[src/rtl/ffd_load_arbiter_if.sv]
// Requester/register-side bundle for ffd_load_arbiter.
// master = requester/bench side, slave = arbiter side.
interface ffd_load_arbiter_if #(
  parameter int WIDTH = 4,
  parameter int CNT_W = 8
);
  logic             req0;
  logic [WIDTH-1:0] data0;
  logic             req1;
  logic [WIDTH-1:0] data1;
  logic [WIDTH-1:0] d_out;
  logic             enabled;
  logic             gnt0;
  logic             gnt1;
  logic             busy;
  logic             owner;
  logic [CNT_W-1:0] xfer_count;

  modport master (
    output req0, data0, req1, data1,
    input  d_out, enabled, gnt0, gnt1,
    input  busy, owner, xfer_count
  );

  modport slave (
    input  req0, data0, req1, data1,
    output d_out, enabled, gnt0, gnt1,
    output busy, owner, xfer_count
  );
endinterface

[src/rtl/ffd_load_arbiter.sv]
// Two-way round-robin loader for a shared enable-gated D register.
// Each transfer runs select -> LOAD (enabled) -> ACK (gnt) -> IDLE.
module ffd_load_arbiter #(
  parameter int WIDTH = 4,
  parameter int CNT_W = 8
) (
  input logic             clk,
  input logic             reset,
  ffd_load_arbiter_if.slave bus
);

  localparam logic [1:0] IDLE = 2'd0;
  localparam logic [1:0] LOAD = 2'd1;
  localparam logic [1:0] ACK  = 2'd2;

  logic [1:0]       state;
  logic             prio;
  logic [WIDTH-1:0] d_q;
  logic             en_q;
  logic             g0_q;
  logic             g1_q;
  logic             busy_q;
  logic             own_q;
  logic [CNT_W-1:0] cnt_q;
  logic             win;
  logic             any_req;

  assign any_req = bus.req0 | bus.req1;

  always_comb begin
    win = 1'b0;
    unique case (1'b1)
      (bus.req0 & bus.req1):  win = prio;
      (bus.req1 & ~bus.req0): win = 1'b1;
      default:                win = 1'b0;
    endcase
  end

  always_ff @(posedge clk or negedge reset) begin
    if (!reset) begin
      state  <= IDLE;
      prio   <= 1'b0;
      d_q    <= '0;
      en_q   <= 1'b0;
      g0_q   <= 1'b0;
      g1_q   <= 1'b0;
      busy_q <= 1'b0;
      own_q  <= 1'b0;
      cnt_q  <= '0;
    end else begin
      case (state)
        IDLE: begin
          if (any_req) begin
            d_q    <= win ? bus.data1 : bus.data0;
            own_q  <= win;
            busy_q <= 1'b1;
            en_q   <= 1'b1;
            state  <= LOAD;
          end
        end
        LOAD: begin
          en_q  <= 1'b0;
          g0_q  <= ~own_q;
          g1_q  <= own_q;
          state <= ACK;
        end
        ACK: begin
          g0_q   <= 1'b0;
          g1_q   <= 1'b0;
          busy_q <= 1'b0;
          prio   <= ~own_q;
          cnt_q  <= cnt_q + CNT_W'(1);
          state  <= IDLE;
        end
        default: begin
          en_q   <= 1'b0;
          g0_q   <= 1'b0;
          g1_q   <= 1'b0;
          busy_q <= 1'b0;
          state  <= IDLE;
        end
      endcase
    end
  end

  assign bus.d_out      = d_q;
  assign bus.enabled    = en_q;
  assign bus.gnt0       = g0_q;
  assign bus.gnt1       = g1_q;
  assign bus.busy       = busy_q;
  assign bus.owner      = own_q;
  assign bus.xfer_count = cnt_q;

endmodule

[src/flat_wrapper.sv]
// flat-port wrapper written by rule: the top's interface ports become plain ports
module ffd_load_arbiter_flat 
#(
  parameter int WIDTH = 4,
  parameter int CNT_W = 8
)
  (clk, reset, bus_req0, bus_data0, bus_req1, bus_data1, bus_d_out, bus_enabled, bus_gnt0, bus_gnt1, bus_busy, bus_owner, bus_xfer_count);
  ffd_load_arbiter_if #(.WIDTH(WIDTH), .CNT_W(CNT_W)) bus_i ();
  input logic clk;
  input logic reset;
  input wire logic [$bits(bus_i.req0)-1:0] bus_req0;
  input wire logic [$bits(bus_i.data0)-1:0] bus_data0;
  input wire logic [$bits(bus_i.req1)-1:0] bus_req1;
  input wire logic [$bits(bus_i.data1)-1:0] bus_data1;
  output wire logic [$bits(bus_i.d_out)-1:0] bus_d_out;
  output wire logic [$bits(bus_i.enabled)-1:0] bus_enabled;
  output wire logic [$bits(bus_i.gnt0)-1:0] bus_gnt0;
  output wire logic [$bits(bus_i.gnt1)-1:0] bus_gnt1;
  output wire logic [$bits(bus_i.busy)-1:0] bus_busy;
  output wire logic [$bits(bus_i.owner)-1:0] bus_owner;
  output wire logic [$bits(bus_i.xfer_count)-1:0] bus_xfer_count;
  assign bus_i.req0 = bus_req0;
  assign bus_i.data0 = bus_data0;
  assign bus_i.req1 = bus_req1;
  assign bus_i.data1 = bus_data1;
  assign bus_d_out = bus_i.d_out;
  assign bus_enabled = bus_i.enabled;
  assign bus_gnt0 = bus_i.gnt0;
  assign bus_gnt1 = bus_i.gnt1;
  assign bus_busy = bus_i.busy;
  assign bus_owner = bus_i.owner;
  assign bus_xfer_count = bus_i.xfer_count;
  ffd_load_arbiter #(.WIDTH(WIDTH), .CNT_W(CNT_W)) u_core (.clk(clk), .reset(reset), .bus(bus_i));
endmodule
[config.mk]
export PLATFORM = sky130hd
export DESIGN_NAME = ffd_load_arbiter_flat
export DESIGN_NICKNAME = d
export VERILOG_FILES = /design/src/rtl/ffd_load_arbiter_if.sv /design/src/rtl/ffd_load_arbiter.sv /design/src/flat_wrapper.sv
export SDC_FILE = /design/constraint.sdc
export NUM_CORES = 1
export LEC_CHECK = 0
export ABC_AREA = 1
export BUFFER_PORTS_ARGS = -buffer_cell sky130_fd_sc_hd__buf_2
export CORE_MARGIN = 2
export CORE_UTILIZATION = 51
export CTS_BUF_LIST = sky130_fd_sc_hd__clkbuf_8
export DETAILED_ROUTE_END_ITERATION = 6
export GPL_TIMING_DRIVEN = 1
export PLACE_DENSITY = 0.81
export SYNTH_ARGS = -nofsm -noshare
export SYNTH_HDL_FRONTEND = slang
export SYNTH_SLANG_ARGS = --single-unit
[constraint.sdc]
create_clock -name clk -period 1.36 [get_ports clk]
set_input_delay 0 -clock clk [delete_from_list [all_inputs] [get_ports clk]]
set_output_delay 0 -clock clk [all_outputs]
set_load 0.02 [all_outputs]
-- After elaboration in Yosys (flattened, before gate mapping)
Cells that the tools add are included.
- input port bits: 12
- register bits: 20
- output and inout bits: 17
- logic and storage cells: 33
- multiplexer cells: 9
- add/subtract/negate cells: 1
- reductions and logical operators: 4
- bitwise logic cells: 7
- equality and inequality tests: 3
- operators with widths (operator ; count):
    $pmux 1 s2 ; 5
    $add 8x1->8 const B ; 1
    $reduce_and 2->1 ; 3
    $mux 4 ; 1
    $not 1->1 ; 4
    $pmux 2 s2 ; 1
    $and 1x1->1 ; 2
    $eq 2x1->1 const B ; 1
    $eq 2x2->1 const B ; 1
    $logic_not 2->1 ; 1
    $mux 2 ; 1
    $ne 2x1->1 const B ; 1
    $mux 1 ; 1
    $or 1x1->1 ; 1

-- Logic depth before layout (Yosys ltp)
- word-level depth: 4
- mapped depth: 7
- depth with buffers taken out: 7

-- Worst setup path after synthesis
OpenSTA, ideal clock, no wires.
- path type: flip-flop to flip-flop
- start: reg u_core.cnt_q[0], in the netlist u_core.bus.xfer_count[0]
- end: reg u_core.cnt_q[6], in the netlist u_core.bus.xfer_count[6]
- path slack: 0.160 ns
- period minus slack after synthesis: 1.200 ns
- setup time: 0.113 ns
- data required time: 1.247 ns
- stages on the path, launching flop included: 7
- arrival time: 1.087 ns
- buffers on the path: 0
- cell sequence: dfrtp_1 ha_1 nand3_1 nor2_2 nand3_1 nand2_1 inv_1
- longest elaborated chain between the ends: 1
- ends and longest elaborated chain (what ; RTL line ; text):
    from (decl) ; ffd_load_arbiter.sv:24 ; logic [CNT_W-1:0] cnt_q;
    from (signal assigned) ; ffd_load_arbiter.sv:72 ; cnt_q <= cnt_q + CNT_W'(1);
    $add 8x1->8 ; ffd_load_arbiter.sv:72 ;
No other way between the ends.
A chain may end at the register's enable or synchronous reset.

-- Worst setup path in the final report
- start: reg u_core.state[1]
- end: reg u_core.d_q[3], in the netlist u_core.bus.d_out[3]
- longest elaborated chain between the ends: 2
- ends and longest elaborated chain (what ; RTL line ; text):
    from (decl) ; ffd_load_arbiter.sv:16 ; logic [1:0] state;
    from (signal assigned) ; ffd_load_arbiter.sv:41 ; state <= IDLE;
    from (signal assigned) ; ffd_load_arbiter.sv:58 ; state <= LOAD;
    from (signal assigned) ; ffd_load_arbiter.sv:65 ; state <= ACK;
    $logic_not 2->1 ; ffd_load_arbiter.sv:51 ; case (state)
    $reduce_and 2->1 (no source line) ; -- ;
    to (signal assigned) ; ffd_load_arbiter.sv:54 ; d_q <= win ? bus.data1 : bus.data0;
    to (decl) ; ffd_load_arbiter.sv:18 ; logic [WIDTH-1:0] d_q;
No other way between the ends.

==> impl_metrics.tcl <==
set metrics [dict create \
    run_status "finished, final reports clean" \
    cts_buffers 3 \
    leakage_uw 0.0006748 \
    seqPwrFrac 0.415 \
    worstPathMaxFanout 8 \
    path_clk_slew_ns 0.07 \
    swShare 0.4121 \
    dpl.hpwl_um 1302 \
    register_area_um2 500.5 \
    drt-initial-drc-count 10 \
    finalMaxSlewViolations 0 \
    ys_seq_area_frac 0.5502 \
    place_area_mm2 0.001081 \
    syn_to_final_growth_pct 26.00 \
    vias_per_cell 4.476 \
    place_ws_ns 0.2297 \
    required_ns 1.51 \
    p_comb_frac 0.403 \
    cp_cell_sequence "inv_2, nand2_2, a21oi_4, inv_2, nand2_1, nand2_1" \
    pwr-share-clk 0.182 \
    skew_ns 0.001780 \
    fin_ws_ns 0.2162 \
    path_class "register to register" \
    grt_first_pass_wirelength_um 2801 \
    synth_cell_type_count 15 \
    multiInputGateArea_um2 330.3 \
    grt_overflow_total 0 \
    rrSetupSlack_ns 0.22 \
    hp-class "input pin to register" \
    tritoncts "yes" \
    cts-root-buf "clkbuf_8" \
    fin_crit_ns 1.144 \
    grt_max_degree 21 \
    netlist_top_cells_area "dfrtp_1, nand2_1, inv_1" \
    ios 29 \
    synth_enable_flop_cells 0 \
    place.gp.congestion 0.7606 \
    cap_violations 0 \
    async_flop_share 1.000 \
    dieHeight_um 46.23 \
    dp_cells 161 \
    die_area_mm2 0.002137 \
    syn_nets 121 \
    wl_per_cell_um 10.10 \
    htreeDepth 1 \
    max_slew_margin 0.7129 \
    startpoint_type "register" \
    grt_usage 0.1863 \
    max_stage_delay_ns 0.41 \
    p_switching_uw 1008 \
    die_x_um 46.23 \
    hold_viol 0 \
    clk_latency_ns 0.25 \
    setup_viol 0 \
    pwr_density_cell_mw_per_mm2 2135 \
    final_nets 155 \
    cp_slowest_cell "dfrtp_1" \
    arrival_ns 1.29 \
    dr.pass1.iters 4 \
    fmax_ghz 0.8742 \
    synth_area_um2 909.6 \
    ys_warn_count 0 \
    coreArea_mm2 0.001708 \
    n_antenna_cell 0 \
    rsz0062_at_grt "no" \
    synth_seq_cells 20 \
    cts_buffer_depth 2 \
    antenna_left 0 \
    antenna_found_initial 0 \
    synth_top_area_frac 0.5502 \
    grt_pass1_vias 705 \
    initial_core_util 0.5326 \
    power_uw 2447 \
    final_area_mm2 0.001146 \
    synth_top_area_cell "dfrtp_1" \
    synthCells 108 \
    num_vias 743 \
    yosysMostFrequentCell "nand2_1" \
    drt_wl_total_um 1677 \
    drc 0 \
    finalCritPeriodShare 0.8411 \
    syn_area_per_cell_um2 8.422 \
    yosys-top-cells-count "nand2_1, dfrtp_1, inv_1" \
    layout-drive-gt1-share 0.2837 \
    num-fill-cells 144 \
    setup_tns_ns 0 \
    ys.flop_type "dfrtp_1" \
    numPortBuffers 28 \
    critPathCaptureType "register" \
    peakVddDrop_uv 1235 \
    rows 15 \
    intPower_uw 1438 \
    tightest_slew_ns 0.4307 \
    instances_no_fill 166 \
    clkSinkCount 20 \
]
metal layers:
| layer | GRT usage | wire (um) | vias to the layer above |
|---|---|---|---|
| li1 | - | - | 390 |
| met1 | 0.2302 | 790 | 324 |
| met2 | 0.3111 | 786 | 26 |
| met3 | 0.03529 | 78 | 3 |
| met4 | 0.08571 | 21 | 0 |
| met5 | 0 | 0 | - |
logic make-up after synthesis:
| group | after synthesis | synth area share |
|---|---|---|
| compound gates | 6 | 0.04539 |
| buf+inv | 21 | 0.08665 |
| simple gates | 55 | 0.2531 |
| fa+ha+maj | 1 | 0.01375 |
| flops | 20 | 0.5502 |
| xor+xnor | 4 | 0.03852 |
| mux | 1 | 0.01238 |
cells in the final DEF (no fill, tap or decap), drive strengths merged:
| cell | netlist | final |
|---|---|---|
| buf | 0 | 28 |
| a21oi | 1 | 1 |
| dlygate4sd3 | 0 | 1 |
| nand3 | 10 | 10 |
| mux2 | 1 | 1 |
| nand3b | 1 | 1 |
| nor2 | 5 | 5 |
| clkbuf | 0 | 4 |
| o21ai | 5 | 5 |
| nand2 | 39 | 39 |
| xnor2 | 2 | 2 |
| dfrtp | 20 | 20 |
| ha | 1 | 1 |
| inv | 21 | 21 |
| xor2 | 2 | 2 |
registers in the layout, indices dropped and copies added (netlist names):
name                   cells
u_core.bus.enabled         1
u_core.prio                1
u_core.bus.d_out           4
u_core.bus.busy            1
u_core.bus.owner           1
u_core.bus.xfer_count      8
u_core.bus.gnt0            1
u_core.bus.gnt1            1
u_core.state               2
final timing paths:
| path | from | end | depth (start not counted) |
|---|---|---|---|
| setup / recovery | u_core.state[1] | u_core.bus.d_out[3] | 6 |
| hold / removal | bus_data1[2] | u_core.bus.d_out[2] | 5 |
| setup reg to reg | u_core.state[1] | u_core.bus.d_out[3] | 6 |
| hold reg to reg | u_core.bus.d_out[1] | u_core.bus.d_out[1] | 2 |
| max in group asynchronous | reset | u_core.bus.xfer_count[5] | 2 |
| min in group asynchronous | reset | u_core.bus.xfer_count[4] | 2 |
metrics by stage:
step	util	hold WS (ns)
after floorplan	-	-0.2956
after global placement	0.6330	-0.03660
after detailed placement	0.6330	-0.03514
after CTS	0.6711	0.05474
after global routing	0.6711	0.09026
final	0.6711	0.05548
cell type report:
class	count	share of cell area
flip-flops and latches	20	0.4367
multi-input cells	67	0.2882
repair buffers	29	0.1310
inverters	21	0.06878
clock buffers	4	0.04803
well taps	25	0.02729
repair_timing:
action / 4_1_cts / 5_1_grt
gates resized for setup: 0 / 0
hold endpoints to repair: 20 / 0
hold buffers: 1 / 0
setup buffers: 0 / 0
critical path, delay by kind of cell, from the launching register on:
family | cells | cell delay (ns)
and+or+nand+nor | 3 | 0.21
buffers and inverters | 2 | 0.21
AOI/OAI and AO/OA | 1 | 0.21
DFF | 1 | 0.41
power by group through the flow:
stage	Combinational (uW)	Clock [uW]	Sequential [uW]
2_1_floorplan	444	0	1240
3_3_place_gp	965	0	1020
3_5_place_dp	987	0	1020
4_1_cts	1000	453	1020
5_1_grt	1110	483	1060
6_report	986	444	1020
No activity file was read; power rests on OpenSTA's default activity.
